[src/rtl/alphabet_ranker_pkg.sv]
// Shared types and width helpers for the alphabet ranker.
// State encoding is exported so checkers can bind to the FSM directly.
package alphabet_ranker_pkg;

  typedef enum logic [1:0] {
    IDLE  = 2'd0,
    ACCUM = 2'd1,
    RANK  = 2'd2,
    DONE  = 2'd3
  } state_t;

  // Index width for n items, never narrower than one bit.
  function automatic int width_of(input int n);
    return (n <= 1) ? 1 : $clog2(n);
  endfunction

endpackage

[src/rtl/absdiff_unit.sv]
// Combinational unsigned absolute difference |A - B|.
// The result fits in DATA_W bits, so there is no wrap.
module absdiff_unit #(
  parameter int DATA_W = 15
) (
  input  logic [DATA_W-1:0] A,
  input  logic [DATA_W-1:0] B,
  output logic [DATA_W-1:0] Y
);

  assign Y = (A >= B) ? (A - B) : (B - A);

endmodule

[src/rtl/alphabet_ranker.sv]
// Streaming sum-of-absolute-differences ranker: per-class distance against a
// reference template, with on-the-fly best / second-best tracking.
//
// Handshake: a beat (SENSOR_IN, REF_IN) transfers on a rising CLK edge where
// IN_VALID && IN_READY; IN_READY is high only in ACCUM and does not depend on
// IN_VALID. OUT_VALID is a one-cycle pulse with no back-pressure.
module alphabet_ranker
  import alphabet_ranker_pkg::*;
#(
  parameter  int DATA_W      = 15,
  parameter  int NUM_CLASSES = 64,
  parameter  int NUM_CH      = 5,
  parameter  int MARGIN_TH   = 16,
  localparam int CLS_W       = width_of(NUM_CLASSES),
  localparam int CH_W        = width_of(NUM_CH),
  localparam int ACC_W       = DATA_W + $clog2(NUM_CH + 1)
) (
  input  logic              CLK,
  input  logic              RST,
  input  logic              START,
  input  logic              IN_VALID,
  output logic              IN_READY,
  input  logic [DATA_W-1:0] SENSOR_IN,
  input  logic [DATA_W-1:0] REF_IN,
  output logic              BUSY,
  output logic              OUT_VALID,
  output logic [CLS_W-1:0]  BEST_ADDR,
  output logic [ACC_W-1:0]  BEST_DIST,
  output logic [CLS_W-1:0]  SECOND_ADDR,
  output logic [ACC_W-1:0]  SECOND_DIST,
  output logic              CONFIDENT,
  output state_t            DBG_STATE
);

  state_t state, state_nxt;

  logic [CLS_W-1:0]  cls_cnt;
  logic [CH_W-1:0]   ch_cnt;
  logic [ACC_W-1:0]  acc;
  logic              pend_valid;
  logic [ACC_W-1:0]  pend_dist;
  logic [CLS_W-1:0]  pend_addr;
  logic [CLS_W-1:0]  best_addr, second_addr;
  logic [ACC_W-1:0]  best_dist, second_dist;
  logic              confident;

  logic [DATA_W-1:0] diff;
  logic [ACC_W-1:0]  class_total;
  logic              beat, last_ch, last_cls;

  logic [CLS_W-1:0]  best_addr_nxt, second_addr_nxt;
  logic [ACC_W-1:0]  best_dist_nxt, second_dist_nxt;
  logic              conf_nxt;

  absdiff_unit #(.DATA_W(DATA_W)) u_absdiff (
    .A (SENSOR_IN),
    .B (REF_IN),
    .Y (diff)
  );

  assign beat        = IN_VALID && (state == ACCUM);
  assign last_ch     = (ch_cnt == CH_W'(NUM_CH - 1));
  assign last_cls    = (cls_cnt == CLS_W'(NUM_CLASSES - 1));
  assign class_total = acc + ACC_W'(diff);

  // Top-2 insertion of the pending class; strict < keeps the lower index on ties.
  always_comb begin
    best_addr_nxt   = best_addr;
    best_dist_nxt   = best_dist;
    second_addr_nxt = second_addr;
    second_dist_nxt = second_dist;
    if (pend_valid) begin
      if (pend_dist < best_dist) begin
        second_addr_nxt = best_addr;
        second_dist_nxt = best_dist;
        best_addr_nxt   = pend_addr;
        best_dist_nxt   = pend_dist;
      end else if (pend_dist < second_dist) begin
        second_addr_nxt = pend_addr;
        second_dist_nxt = pend_dist;
      end
    end
    conf_nxt = (second_dist_nxt - best_dist_nxt) >= ACC_W'(MARGIN_TH);
  end

  always_comb begin
    state_nxt = state;
    case (state)
      IDLE:    if (START) state_nxt = ACCUM;
      ACCUM:   if (beat && last_ch && last_cls) state_nxt = RANK;
      RANK:    state_nxt = DONE;
      DONE:    state_nxt = IDLE;
      default: state_nxt = IDLE;
    endcase
    // START from any state (re)opens a frame; mid-frame it aborts silently.
    if (START) state_nxt = ACCUM;
  end

  always_ff @(posedge CLK) begin
    if (RST) state <= IDLE;
    else     state <= state_nxt;
  end

  always_ff @(posedge CLK) begin
    if (RST) begin
      cls_cnt     <= '0;
      ch_cnt      <= '0;
      acc         <= '0;
      pend_valid  <= 1'b0;
      pend_dist   <= '0;
      pend_addr   <= '0;
      best_addr   <= '0;
      best_dist   <= '0;
      second_addr <= '0;
      second_dist <= '0;
      confident   <= 1'b0;
    end else if (START) begin
      cls_cnt     <= '0;
      ch_cnt      <= '0;
      acc         <= '0;
      pend_valid  <= 1'b0;
      best_addr   <= '0;
      best_dist   <= '1;
      second_addr <= '0;
      second_dist <= '1;
      confident   <= 1'b0;
    end else begin
      pend_valid  <= 1'b0;
      best_addr   <= best_addr_nxt;
      best_dist   <= best_dist_nxt;
      second_addr <= second_addr_nxt;
      second_dist <= second_dist_nxt;
      if (beat) begin
        if (last_ch) begin
          pend_valid <= 1'b1;
          pend_dist  <= class_total;
          pend_addr  <= cls_cnt;
          acc        <= '0;
          ch_cnt     <= '0;
          cls_cnt    <= last_cls ? '0 : cls_cnt + CLS_W'(1);
        end else begin
          acc    <= class_total;
          ch_cnt <= ch_cnt + CH_W'(1);
        end
      end
      // Final insertion lands on the RANK edge, so latch confidence from it.
      if (state == RANK) confident <= conf_nxt;
    end
  end

  assign IN_READY    = (state == ACCUM);
  assign BUSY        = (state == ACCUM) || (state == RANK);
  assign OUT_VALID   = (state == DONE);
  assign BEST_ADDR   = best_addr;
  assign BEST_DIST   = best_dist;
  assign SECOND_ADDR = second_addr;
  assign SECOND_DIST = second_dist;
  assign CONFIDENT   = confident;
  assign DBG_STATE   = state;

endmodule

[config.mk]
export PLATFORM = sky130hd
export DESIGN_NAME = alphabet_ranker
export DESIGN_NICKNAME = d
export VERILOG_FILES = /design/src/rtl/alphabet_ranker_pkg.sv /design/src/rtl/absdiff_unit.sv /design/src/rtl/alphabet_ranker.sv
export SDC_FILE = /design/constraint.sdc
export NUM_CORES = 1
export LEC_CHECK = 0
export CAP_MARGIN = 20
export CORE_MARGIN = 5
export CORE_UTILIZATION = 36
export DETAILED_ROUTE_END_ITERATION = 12
export SKIP_LAST_GASP = 1
export SLEW_MARGIN = 20
export SYNTH_ARGS = -nofsm -noshare
export SYNTH_HDL_FRONTEND = slang
export SYNTH_HIERARCHICAL = 1
export SYNTH_SLANG_ARGS = --single-unit
export TNS_END_PERCENT = 100
[constraint.sdc]
create_clock -name CLK -period 13.5 [get_ports CLK]
set_input_delay 2.7 -clock CLK [delete_from_list [all_inputs] [get_ports CLK]]
set_output_delay 2.7 -clock CLK [all_outputs]
set_load 0.005 [all_outputs]
# After elaboration in Yosys (flattened, before gate mapping)
# Cells that the tools add are included.
# totals
register_bits	103
in_bits	34
word_cells	65
out_inout_bits	54
# classes
mux	17
n_reduce_logical	14
n_bitwise	3
order_cmp	4
eq_ne	8
n_addsub	6
# ops
cell	count
2-to-1 mux 18 bit	8
< comparator 18 bit	2
subtractor 15 bit	2
adder 18 x 15 -> 18 bit	1
greater-or-equal comparator 18 x 5 -> 1 bit, second input constant	1
2-to-1 mux 6 bit	3
subtractor 18 bit	1
greater-or-equal comparator 15 bit	1
2-to-1 mux 15 bit	1
AND reduction 2 bit	5
adder 6 x 1 -> 6 bit, second input constant	1
equality test 6 bit, second input constant	1
case mux 2 bit (3 select lines)	1
equality test 2 bit, second input constant	2
adder 3 x 1 -> 3 bit, second input constant	1
equality test 3 bit, second input constant	1
logical AND 1 bit	3
2-to-1 mux 3 bit	1
inequality test 3 x 2 -> 1 bit, second input constant	1
inverter 1 bit	3
AND reduction 3 bit	1
OR reduction 3 bit	1
equality test 2 x 1 -> 1 bit, second input constant	1
zero test 2 bit	1
other kinds (7)	8

# Depth between registers and ports, before layout
# depth
word_depth	7
depth_mapped	22
depth_no_buf	21

# Modules after synthesis
# Netlist, hierarchy kept.
# modules_own_cells
mod	instances	area_per_inst_um2	cells_each	seq_area_each_um2
alphabet_ranker	1	6475.0	803	2062.0
absdiff_unit	1	1517.7	216	0.0

# Worst setup path after synthesis
# Ideal clock, no wire load.
# synth_path
path_kind	input to register
from	input port SENSOR_IN[6]
to	register acc[16]
setup_time_ns	0.074
path_buffers	2
path_slack_ns	6.839
cell_stages	21
required_time_ns	13.426
arrival_time_ns	6.586
cell_sequence	inv_1 ha_1 buf_2 and3_1 or3b_4 o31ai_4 a21o_4 a31oi_4 buf_6 o21ai_0 inv_1 fa_1 nor2b_1 o21ai_0 a21boi_1 o31ai_1 and3_1 o31ai_1 a31oi_1 or3_1 a31oi_1
# synth_between
elab_chain_len	4
word_cells_on_any_way	6
classes_between	add/sub: 3; order compare: 1; mux: 2
# synth_lines
item	line	source
start, declared	alphabet_ranker.sv:23	input logic [DATA_W-1:0] SENSOR_IN,
greater-or-equal comparator 15 bit	absdiff_unit.sv:11	assign Y = (A >= B) ? (A - B) : (B - A);
2-to-1 mux 15 bit	absdiff_unit.sv:11	
via diff[1]	alphabet_ranker.sv:47	logic [DATA_W-1:0] diff;
adder 18 x 15 -> 18 bit	alphabet_ranker.sv:64	assign class_total = acc + ACC_W'(diff);
2-to-1 mux 18 bit	alphabet_ranker.sv:134	if (last_ch) begin
end signal, assigned	alphabet_ranker.sv:142	acc <= class_total;
end, declared	alphabet_ranker.sv:39	logic [ACC_W-1:0] acc;
# The timed path passes the listed nets, and every way through them passes these cells.
# A chain may end at the register's enable or synchronous reset.

# Worst setup path in the final report
# layout_path
from	input port SENSOR_IN[12]
to	register acc[16]
# Same word-level chain as after synthesis.

==> impl_metrics.csv <==
group,metric,value,unit
setup_path,cp-start-kind,"primary input",
timing,max_freq,0.137,GHz
place,io_buffers,87,
detailed_routing,dr_total_vias,7145,
cells_and_area,mostFrequentLayoutCells,"a21oi_1, dfxtp_1, ha_1",
clock_network,holdBufCountCts,0,
synthesis,synth-simple-area-share,17.3,%
synthesis,synth_xor_area_share,3.73,%
cells_and_area,final_util,42.8,%
global_routing,grtUsageTotal,15.6,%
timing,hold-worst-slack,475,ps
detailed_routing,wl_met1,10100,µm
min_path,min_path_type,"flop to flop",
synthesis,synth-compound-area-share,25.7,%
clock_network,clkTransAtPathRegs,70,ps
synthesis,syn_inst,1019,
synthesis,synth-edff-count,0,
detailed_routing,drc,0,
synthesis,yosysTopAreaCellShare,25.8,%
clock_network,cts_buffers,9,
synthesis,ys_seq_area_share,25.8,%
die,coreArea,21800,µm²
die,core.rowCount,54,
synthesis,synth_area_leaders,"dfxtp_1, ha_1, a21oi_1",
timing,max_slew.worst_pin.slew,920,ps
clock_network,cts-resized-gates,0,
die,die_area,25300,µm²
clock_network,clock_latency,350,ps
cells_and_area,final_common_cell,"a21oi_1",
synthesis,ys_types,72,
timing,maxSlewViolCount,0,
cells_and_area,syn_to_final_growth,16.9,%
synthesis,synth_top_family_by_area,"compound AO/OA/AOI/OAI gates",
flow_run,cap_violations,0,
global_routing,grt_pass1_vias,6725,
setup_path,worstPathMaxFanout,14,
timing,rsz0062_at_grt,"no",
detailed_routing,dr_wl_met2,8790,µm
die,die_y,159,µm
clock_network,cts_tree,"yes",
place,hpwl,15400,µm
global_routing,grt_start_max_net_pins,65,
run_status,status,"finished clean",
cells_and_area,layout-drive-gt1-share,5.35,%
synthesis,synth_ff_type,"dfxtp_1",
detailed_routing,topRoutingLayerUsed,"met4",
synthesis,synthAdderAreaFrac,17.1,%
die,io_pins,88,
detailed_routing,drtIter0Drc,305,
detailed_routing,wl_per_cell,14.7,µm
setup_path,critical_path_class,"primary input to flop",
detailed_routing,totalWireLength,20100,µm
timing,post-route-min-period,7280,ps
setup_path,cp.required,13770,ps
die,die_x,159,µm
clock_network,post_cts_buffers,0,
synthesis,synth_seq_cells,103,
setup_path,worst_setup_path_end_kind,"flop",
detailed_routing,ant_nets,0,
timing,tns,0,ps
synthesis,muxShareOfSynthArea,3.65,%
timing,setup_violations,0,
synthesis,synth_area_leader_cell,"dfxtp_1",
clock_network,h-tree-depth,3,
power_and_ir_drop,p_per_area,87.8,nW/µm²
synthesis,ys_async_sr_fraction,0,%
global_routing,antenna_found_initial,0,
clock_network,cts_sinks,103,
global_routing,gr-total-overflow,0,
detailed_routing,wl_met3,820,µm
power_and_ir_drop,ir_drop,0.0602,mV
cells_and_area,nNetsFinal,1221,
cells_and_area,n_antenna_cell,0,
detailed_routing,first_pass_iters,5,
clock_network,cts_root_buf,"clkbuf_16",
timing,hold_violations,0,
timing,finalClockSkew,8.02,ps
setup_path,arrival,7560,ps
global_routing,grt_pass1_wl,33700,µm
synthesis,postSynthAreaPerCell,7.84,µm²
power_and_ir_drop,p_leak,4.00,nW
synthesis,syn_area,7990,µm²
die,start_util,36.6,%
timing,slew_headroom,38.4,%
detailed_routing,routed_via_density,5.24,
place,gp_congestion,0.851,
clock_network,cts_buffer_depth,2,
timing,final.period_utilization,53.9,%
synthesis,yosysWarnings,6,
synthesis,syn_nets,1160,
## layout make-up
type                            count  area, µm²
Multi-Input combinational cell    782       5410
Tap cell                          280        350
Timing Repair Buffer               94        918
Fill cell                        2246      12500
Clock buffer                       10        229
Inverter                           90        338
Clock inverter                      5       35.0
Sequential cell                   103       2060
## metrics by stage
stage               setup WS (ps)  std cells  total power, mW  cell area (µm²)
floorplan                    6840       1019            0.511             7990
global placement             5920       1349            0.581             9080
detailed placement           5820       1349            0.582             9080
CTS                          6210       1364            0.828             9350
global route                 5700       1364            0.870             9350
finish                       6220       1364            0.820             9350
## power breakdown
group          internal [mW]  switching (mW)  total, mW
Clock                  0.125           0.120      0.245
Sequential             0.313         0.00877      0.322
Combinational          0.115           0.138      0.253
Total                  0.553           0.267      0.820
## sequential cells by signal, summed over array words and instances (netlist names)
name	count
pend_valid	1
BEST_ADDR	6
pend_dist	18
acc	18
ch_cnt	3
DBG_STATE	2
BEST_DIST	18
CONFIDENT	1
SECOND_ADDR	6
SECOND_DIST	18
cls_cnt	6
pend_addr	6
## cell usage after synthesis, types with 5 or more instances
cell type and instances:
a21oi_1 125, nand2b_1 5, o21ai_1 17, xor2_1 13
o21ba_2 13, a211oi_1 9, a31oi_1 10, or3_1 6
mux2i_1 28, nand2_1 95, a21o_1 18, or2_2 5
nor2_1 102, o21ai_0 33, nor2b_1 12, nand3_1 21
a22oi_1 29, o21a_1 9, nor3_1 17, xnor2_1 21
inv_1 90, ha_1 103, clkbuf_1 28, and3_1 10
a221oi_1 5, o31ai_1 5, dfxtp_1 103, nand4_1 7
buf_2 10
## kinds of logic (layout without fill, tap and decap cells)
logic type | count (synthesis) | in the layout
AOI/OAI and AO/OA | 311 | 311
and+or+nand+nor | 301 | 301
buffers and inverters | 134 | 199
adders and majority gates | 107 | 107
DFF | 103 | 103
xor gates and xnor gates | 34 | 34
muxes | 29 | 29
## critical path, stage by stage
cell and delay (ps):
clkdlybuf4s50_1 480, inv_1 50, ha_1 400, a21o_1 230, a21oi_1 260, o31ai_4 120
a21o_4 250, a31oi_4 490, nand2_1 100, o21ai_0 130, inv_1 90, fa_1 430
nor2b_1 110, o21ai_0 100, a21boi_1 300, o31ai_1 130, and3_1 180, o31ai_1 340
a31oi_1 190, or3_1 330, a31oi_1 130
## per-layer routing
layer  global-route usage [%]  up-vias
li1                         -     3709
met1                     21.9     3253
met2                     24.8      154
met3                     1.68       29
met4                     5.66        0
met5                        0        -
## worst paths after layout
| path | start | end | slack (ps) | cells past startpoint |
|---|---|---|---|---|
| min reg2reg | pend_addr[2] | pend_addr[2] | 480 | 2 |
| max | SENSOR_IN[12] | acc[16] | 6220 | 21 |
| max reg2reg | pend_dist[9] | CONFIDENT | 8020 | 20 |
| min | pend_addr[2] | pend_addr[2] | 480 | 2 |
No activity file was read; power rests on OpenSTA's default activity.
